**config.mk**
```make
export PLATFORM = sky130hd
export DESIGN_NAME = bcd2bin_seq
export DESIGN_NICKNAME = d
export VERILOG_FILES = /design/src/rtl/bcd2bin_pkg.sv /design/src/rtl/bcd2bin_seq_sub3.sv /design/src/rtl/bcd2bin_seq.sv
export SDC_FILE = /design/constraint.sdc
export NUM_CORES = 1
export LEC_CHECK = 0
export ABC_AREA = 0
export BUFFER_PORTS_ARGS = -buffer_cell sky130_fd_sc_hd__buf_4
export CAP_MARGIN = 10
export CORE_MARGIN = 2
export CORE_UTILIZATION = 40
export CTS_BUF_LIST = sky130_fd_sc_hd__clkbuf_8
export CTS_CLUSTER_SIZE = 24
export DETAILED_ROUTE_END_ITERATION = 7
export GPL_TIMING_DRIVEN = 0
export PLACE_DENSITY = 0.64
export SLEW_MARGIN = 10
export SYNTH_ARGS = -nofsm -noshare
export SYNTH_HDL_FRONTEND = slang
export SYNTH_SLANG_ARGS = --single-unit
```
**constraint.sdc**
```tcl
create_clock -name clk -period 1.54 [get_ports clk]
set_input_delay 0.308 -clock clk [delete_from_list [all_inputs] [get_ports clk]]
set_output_delay 0.308 -clock clk [all_outputs]
set_load 0.05 [all_outputs]
```
**src/rtl/bcd2bin_pkg.sv**
```systemverilog
// -----------------------------------------------------------------------------
// bcd2bin_pkg
// Shared types and constants for the sequential BCD-to-binary converter.
//   state_t        : converter FSM states (IDLE / SHIFT / DONE)
//   BIN_W          : width of the binary result (0..9999 fits in 14 bits)
//   BCD_DIGITS     : number of packed BCD digits
//   BCD_W          : width of the packed BCD word
//   N_SHIFTS       : right shifts needed to move every BCD bit into the result
//   DIGIT_MAX      : largest legal BCD digit value
//   CNT_W          : width of the shift counter
//   has_bad_digit(): true when any 4-bit digit of a packed BCD word exceeds 9
// -----------------------------------------------------------------------------
package bcd2bin_pkg;

    typedef enum logic [1:0] {
        IDLE  = 2'd0,
        SHIFT = 2'd1,
        DONE  = 2'd2
    } state_t;

    localparam int BIN_W      = 14;
    localparam int BCD_DIGITS = 4;
    localparam int BCD_W      = 16;
    localparam int N_SHIFTS   = 14;
    localparam int DIGIT_MAX  = 9;
    localparam int CNT_W      = 4;

    function automatic logic has_bad_digit(input logic [BCD_W-1:0] bcd);
        logic bad;
        bad = 1'b0;
        for (int i = 0; i < BCD_DIGITS; i++) begin
            if (bcd[4*i +: 4] > 4'(DIGIT_MAX)) begin
                bad = 1'b1;
            end
        end
        return bad;
    endfunction

endpackage

```
**src/rtl/bcd2bin_seq_sub3.sv**
```systemverilog
// -----------------------------------------------------------------------------
// sub3
// Combinational BCD digit corrector for reverse double-dabble.
// After a right shift, a digit that received a '1' from the digit above holds
// its true value + 8 instead of + 5 (a tens-weight bit is worth 5 one position
// lower in decimal); subtracting 3 restores it. Inverse of the add-3 cell.
//   din  : 4-bit digit after the shift
//   dout : din >= 8 ? din - 3 : din
// -----------------------------------------------------------------------------
module sub3 (
    input  logic [3:0] din,
    output logic [3:0] dout
);

    assign dout = (din >= 4'd8) ? (din - 4'd3) : din;

endmodule

```
**src/rtl/bcd2bin_seq.sv**
```systemverilog
// -----------------------------------------------------------------------------
// bcd2bin_seq
// Sequential 4-digit packed BCD to 14-bit binary converter (reverse
// double-dabble: shift {bcd,acc} right, then subtract 3 from digits >= 8).
// Ports:
//   clk        : system clock, rising edge
//   rst        : asynchronous active-high reset
//   start      : request conversion, accepted in IDLE or DONE only
//   thousands, HUNDREDS, TENS, ONES : BCD digits, captured on accepted start
//   busy       : high while shifting (14 cycles per conversion)
//   done       : one-cycle pulse, bin/err valid from this cycle
//   bin        : binary result, held until the next done
//   err        : invalid-digit flag, qualified by done
// Optional feature: define BCD2BIN_CHECK_EN to reject digits > 9 with a
// single-cycle done + err (bin = 0). Without it err is constant 0 and
// illegal digits go through the normal algorithm.
// -----------------------------------------------------------------------------
module bcd2bin_seq
    import bcd2bin_pkg::*;
(
    input  logic             clk,
    input  logic             rst,
    input  logic             start,
    input  logic [3:0]       thousands,
    input  logic [3:0]       HUNDREDS,
    input  logic [3:0]       TENS,
    input  logic [3:0]       ONES,
    output logic             busy,
    output logic             done,
    output logic [BIN_W-1:0] bin,
    output logic             err
);

    state_t             state;
    logic [BCD_W-1:0]   bcd_r;
    logic [BIN_W-1:0]   acc_r;
    logic [CNT_W-1:0]   cnt;

    logic [BCD_W-1:0]   bcd_in;
    logic [BCD_W-1:0]   bcd_shift;
    logic [BCD_W-1:0]   bcd_corr;
    logic [BCD_W-1:0]   bcd_next;
    logic [BIN_W-1:0]   acc_shift;
    logic               bad;

    assign bcd_in = {thousands, HUNDREDS, TENS, ONES};

    // The lowest BCD bit falls into the top of the accumulator each shift.
    assign bcd_shift = {1'b0, bcd_r[BCD_W-1:1]};
    assign acc_shift = {bcd_r[0], acc_r[BIN_W-1:1]};

    genvar gi;
    generate
        for (gi = 0; gi < BCD_DIGITS; gi++) begin : g_digit
            sub3 u_sub3 (
                .din  (bcd_shift[4*gi +: 4]),
                .dout (bcd_corr[4*gi +: 4])
            );
        end
    endgenerate

    // No correction after the final shift: bcd is already empty by then.
    assign bcd_next = (cnt != '0) ? bcd_corr : bcd_shift;

`ifdef BCD2BIN_CHECK_EN
    assign bad = has_bad_digit(bcd_in);
`else
    assign bad = 1'b0;
`endif

    always_ff @(posedge clk or posedge rst) begin
        if (rst) begin
            state <= IDLE;
            bcd_r <= '0;
            acc_r <= '0;
            cnt   <= '0;
            busy  <= 1'b0;
            done  <= 1'b0;
            bin   <= '0;
            err   <= 1'b0;
        end else begin
            done <= 1'b0;
            case (state)
                IDLE, DONE: begin
                    if (start) begin
                        if (bad) begin
                            // Rejected request: report immediately, no shifting.
                            state <= DONE;
                            done  <= 1'b1;
                            err   <= 1'b1;
                            bin   <= '0;
                        end else begin
                            state <= SHIFT;
                            bcd_r <= bcd_in;
                            acc_r <= '0;
                            cnt   <= CNT_W'(N_SHIFTS - 1);
                            busy  <= 1'b1;
                        end
                    end else begin
                        state <= IDLE;
                    end
                end
                SHIFT: begin
                    // start is deliberately ignored here (not queued).
                    bcd_r <= bcd_next;
                    acc_r <= acc_shift;
                    if (cnt != '0) begin
                        cnt <= cnt - 1'b1;
                    end else begin
                        state <= DONE;
                        busy  <= 1'b0;
                        done  <= 1'b1;
                        bin   <= acc_shift;
                        err   <= 1'b0;
                    end
                end
                default: begin
                    state <= IDLE;
                    busy  <= 1'b0;
                end
            endcase
        end
    end

endmodule
```
== After elaboration in Yosys (flattened, before gate mapping) ==
Cells that the tools add are included.
Widths: inputs -> output; s select.
Cells by class
  shift operators: 0
  order comparisons: 4
  reductions and logical operators: 8
  multiplexer cells: 20
  bitwise operators: 1
  $add $sub $neg: 5
  equality and inequality tests: 5
  multipliers: 0
  divide/modulo/power cells: 0
Operators with widths (count)
  $mux 16: 2
  $pmux 16 s2: 1
  $pmux 14 s2: 1
  $mux 4: 6
  $mux 14: 1
  $ge 4x4->1 const B: 3
  $sub 4x2->4 const B: 3
  $pmux 4 s2: 1
  $ne 2x2->1 const B: 3
  $reduce_and 2->1: 3
  $mux 1: 5
  $ge 3x4->1 const B: 1
  $pmux 2 s2: 1
  $reduce_bool 4->1: 1
  $sub 3x2->4 const B: 1
  $sub 4x1->4 const B: 1
  $reduce_and 3->1: 1
  $eq 2x1->1 const B: 1
  $eq 2x2->1 const B: 1
  $logic_not 2->1: 1
  $mux 2: 1
  $pmux 1 s2: 1
  $reduce_bool 2->1: 1
  $reduce_or 2->1: 1
  $not 1->1: 1
Storage, ports and cells
  bits in read-only memories: 0
  word-level logic and storage cells: 50
  output and inout bits: 17
  RAM bits: 0
  flip-flop bits (word level): 52
  memories kept: 0
  latch bits: 0
  input port bits: 19

== Logic depth before layout (Yosys ltp) ==
  depth in word-level cells: 4
  depth in mapped cells: 7
  depth with buffers taken out: 6

== Hierarchy ==
Synthesis repeated with hierarchy kept, for this count alone.
Unflattened totals
  cells, all modules: 232
  area total of the unflattened synthesis: 2601.2 um^2
Modules (own cells, without submodules)
  bcd2bin_seq: sequential area each 1276.2 um^2, area an instance 2296.0 um^2, cells an instance 188, times used 1
  sub3: sequential area each 0.0 um^2, area an instance 76.3 um^2, cells an instance 11, times used 4

== Worst setup path after synthesis ==
OpenSTA, ideal clock, no wires.
  kind: register -> register
  start point: register cnt[0]
  end point: register bin[0]
  clock period less this slack: 1.618 ns
  cell stages (with the launch flop): 8
  data required time: 1.413 ns
  path buffers: 1
  slack: -0.078 ns
  library setup time: 0.127 ns
  data arrival time: 1.490 ns
  cells stage by stage: dfrtp_1 -> inv_1 -> ha_1 -> nor3b_2 -> nand2_2 -> inv_2 -> buf_6 -> mux2_1
Between the ends
  longest elaborated chain between the ends: 3
RTL lines
  start, declared: RTL line bcd2bin_seq.sv:37  | logic [CNT_W-1:0] cnt;
  start signal, assigned: RTL line bcd2bin_seq.sv:96  | cnt <= CNT_W'(N_SHIFTS - 1);
  start signal, assigned: RTL line bcd2bin_seq.sv:108  | cnt <= cnt - 1'b1;
  $reduce_bool 4->1: RTL line bcd2bin_seq.sv:107  | if (cnt != '0) begin
  $not 1->1 (no source line)
  $reduce_and 2->1 (no source line)
  end signal, assigned: RTL line bcd2bin_seq.sv:113  | bin <= acc_shift;
  end, declared: RTL line bcd2bin_seq.sv:30  | output logic [BIN_W-1:0] bin,
No other way between the ends.
A chain may end at the register's enable or synchronous reset.

== Worst setup path after layout ==
  start point: register cnt[1]
  end point: register bin[11]
The elaborated chain is that of the path after synthesis.

==> flow_summary.yaml <==
placed_design:
  placed_area_um2: 2780
  gp_congestion: 0.852
  post-dp-hpwl_mm: 3.64
  place_inst: 317
  port_buffers: 34
route:
  wl_mm: 5.73
  post-route-drc-count: 0
  first_pass_iters: 4
  vias: 1866
  drtAntennaViolNets: 0
  wl_per_cell_um: 17.1
  initialDrtViolationCount: 65
  avgViaCountPerCell: 5.57
critical_path:
  critPathLaunchType: "register"
  critPathSlowestCell: "dfrtp_1"
  worstPathCellList: "inv_2, ha_4, nor3b_4, nand2_4, inv_6, clkbuf_16, mux2_4"
  arrival_ns: 1.83
  cp_num_buf_inv: 3
  critPathCaptureType: "register"
  crit_type: "register to register"
  crit_required_ns: 1.73
  crit_family: "flip-flops"
  crit_cells: 7
  slowest_delay_ns: 0.40
  path_max_fanout: 4
  rr_worst_depth: 7
power_and_ir_drop:
  irDropWorstVdd_uv: 1030
  power_density_nw_per_um2: 2110
  leakagePower_nw: 1.49
sta:
  fin_skew_ns: 0.00747
  fmax_ghz: 0.610
  maxSlewHeadroom_pct: 66.4
  setup_violations: 14
  layout_min_cycle_time_ns: 1.64
  slew_viol_final: 0
  hold_violations: 0
  rsz0062_at_grt: "yes"
  setup_ws_ns: -0.0995
  tightestPinTransition_ns: 0.503
  timing.final.crit_share_pct: 106
cts:
  clk_latency_ns: 0.30
  cts_tree: "built"
  htree_levels: 2
  cts_buffers: 5
  cts_hold_buf: 0
  cts_buffer_depth: 2
  root_buffer: "clkbuf_8"
  numClockSinks: 51
  clkTransAtPathRegs_ns: 0.09
die:
  die_x_um: 81.5
  row_count: 28
  coreArea_um2: 5850
  dieHeight_um: 81.5
  initial_core_util_pct: 41.0
  dieArea_um2: 6630
  ios: 36
grt:
  grt_usage_pct: 17.2
  grt_max_degree: 30
  grt_pass1_wl_mm: 8.65
  gr-total-overflow: 0
  grt_pass1_vias: 1765
  grt_antenna_before_repair: 0
synthesis:
  synth_top_family_by_area: "compound AO/OA/AOI/OAI gates"
  synth_compound_area_share_pct: 18.1
  synthMuxAreaShare_pct: 10.0
  netlist_top_cells_area: "dfrtp_1 53%, mux2_1 5.6%, a22o_1 5.1%"
  synth_edf_count: 0
  syn_inst: 207
  synth_seq_cells: 51
  synth_nets: 233
  yosys_most_used_dff: "dfrtp_1"
  synth-simple-area-share_pct: 8.65
  netlist.area_leader.share_pct: 53.2
  synthAdderAreaFrac_pct: 3.65
  synth.yosys.warnings: 0
  yosys.area.top_type: "dfrtp_1"
  avgSynthCellArea_um2: 11.6
  synth_area_um2: 2400
  synth_xor_area_share_pct: 0
  synthDistinctLibCells: 35
  synthArstFlopShare_pct: 100
  yosysSeqAreaShare_pct: 53.2
cells_and_area:
  final_common_cell: "dfrtp_1"
  final_cell_mix: "50 x dfrtp_1, 42 x buf_4, 14 x inv_1, 14 x mux2_4, 14 x a22o_1"
  area_delta_synth_final_pct: 30.6
  final_cell_area_um2: 3130
  final_cells: 335
  drive_gt1_share_pct: 39.6
  antenna_cells: 0
  final_nets: 286
outcome:
  violations: "setup timing"
  outcome: "complete, but fails checks"
flow_run:
  max_cap_viol_count: 0
worst_hold_path:
  holdCritPathClass: "primary input to asynchronous set/reset pin"
## cells in the mapped netlist (2+ instances only)
cell       n
nand2b_1   2
nor4_1     3
ha_1       7
o21ai_0    8
a21oi_1    8
a22o_1    14
a211oi_1   7
mux2i_1    6
o31ai_1    4
nand3b_1   3
mux2_1    12
buf_2      9
buf_6      2
nand3_1    3
a221oi_1   2
o22ai_1    6
nor2b_1    3
nor3_1     4
a31oi_1    8
nand2_1    3
or3b_2     4
mux2_2     4
buf_4      2
inv_1     16
nor2_1     3
dfrtp_1   51
a311oi_1   5
## per-stage QoR
step | setup WS, ns | TNS (ns) | utilization [%] | power, mW | hold WS [ns]
after floorplan | -0.0587 | -0.552 | - | 4.46 | 0.448
after global placement | -0.665 | -36.38 | 47.1 | 5.20 | 0.476
after detailed placement | -0.249 | -2.80 | 47.5 | 5.27 | 0.373
after CTS | -0.113 | -1.58 | 50.3 | 6.28 | 0.0395
after global routing | -0.147 | -2.00 | 53.6 | 7.03 | 0.0779
final | -0.0995 | -0.949 | 53.6 | 6.63 | 0.0288
## cell families (layout without fill, tap and decap cells)
logic type      Yosys count  in the layout
flops                    51             51
simple gates             33             33
buf+inv                  31             84
other cells               1              1
mux                      22             22
fa+ha+maj                 7              7
compound gates           62             62
## registers in the layout, indices dropped and copies added (netlist names)
register and count:
busy 1, acc_r 13, done 1, bin 14, state 2, cnt 4
bcd_r 16
## timing repair
action / in CTS / in global routing
pin swaps: 2 / 4
gates resized for setup: 5 / 41
gates cloned: 0 / 2
endpoints found under the setup margin: 24 / 48
setup buffers: 5 / 4
## worst paths after layout
check	from	slack, ns	to
setup reg to reg	cnt[1]$_DFFE_PP0P_	-0.1	bin[11]$_DFFE_PP0P_
setup / recovery	cnt[1]$_DFFE_PP0P_	-0.1	bin[11]$_DFFE_PP0P_
hold / removal	rst	0.03	cnt[1]$_DFFE_PP0P_
max in group asynchronous	rst	0.98	state[0]$_DFFE_PP0P_
min in group clk	thousands[3]	0.24	bcd_r[15]$_DFFE_PP0P_
hold reg to reg	bcd_r[15]$_DFFE_PP0P_	0.52	bcd_r[15]$_DFFE_PP0P_
## per-layer routing
metal  routed length, um  global-route usage (%)
met5                   0                       0
met2                2630                    26.6
met4                 109                    5.76
met1                2600                    23.4
met3                 394                    4.62
## report_power, final
part / total (mW) / switching [mW] / internal, mW
Sequential: 2.48 / 0.557 / 1.92
Clock: 0.896 / 0.426 / 0.470
Combinational: 3.25 / 1.78 / 1.47
## final cells by class
type	count	area (um^2)
clock inverter	2	33.8
timing repair buffer	46	388
fill	515	2720
clock buffer	5	68.8
sequential	51	1280
multi-input combinational	125	1100
tap	75	93.8
inverter	17	68.8
buffer	14	106
(Power assumes the default switching activity.)
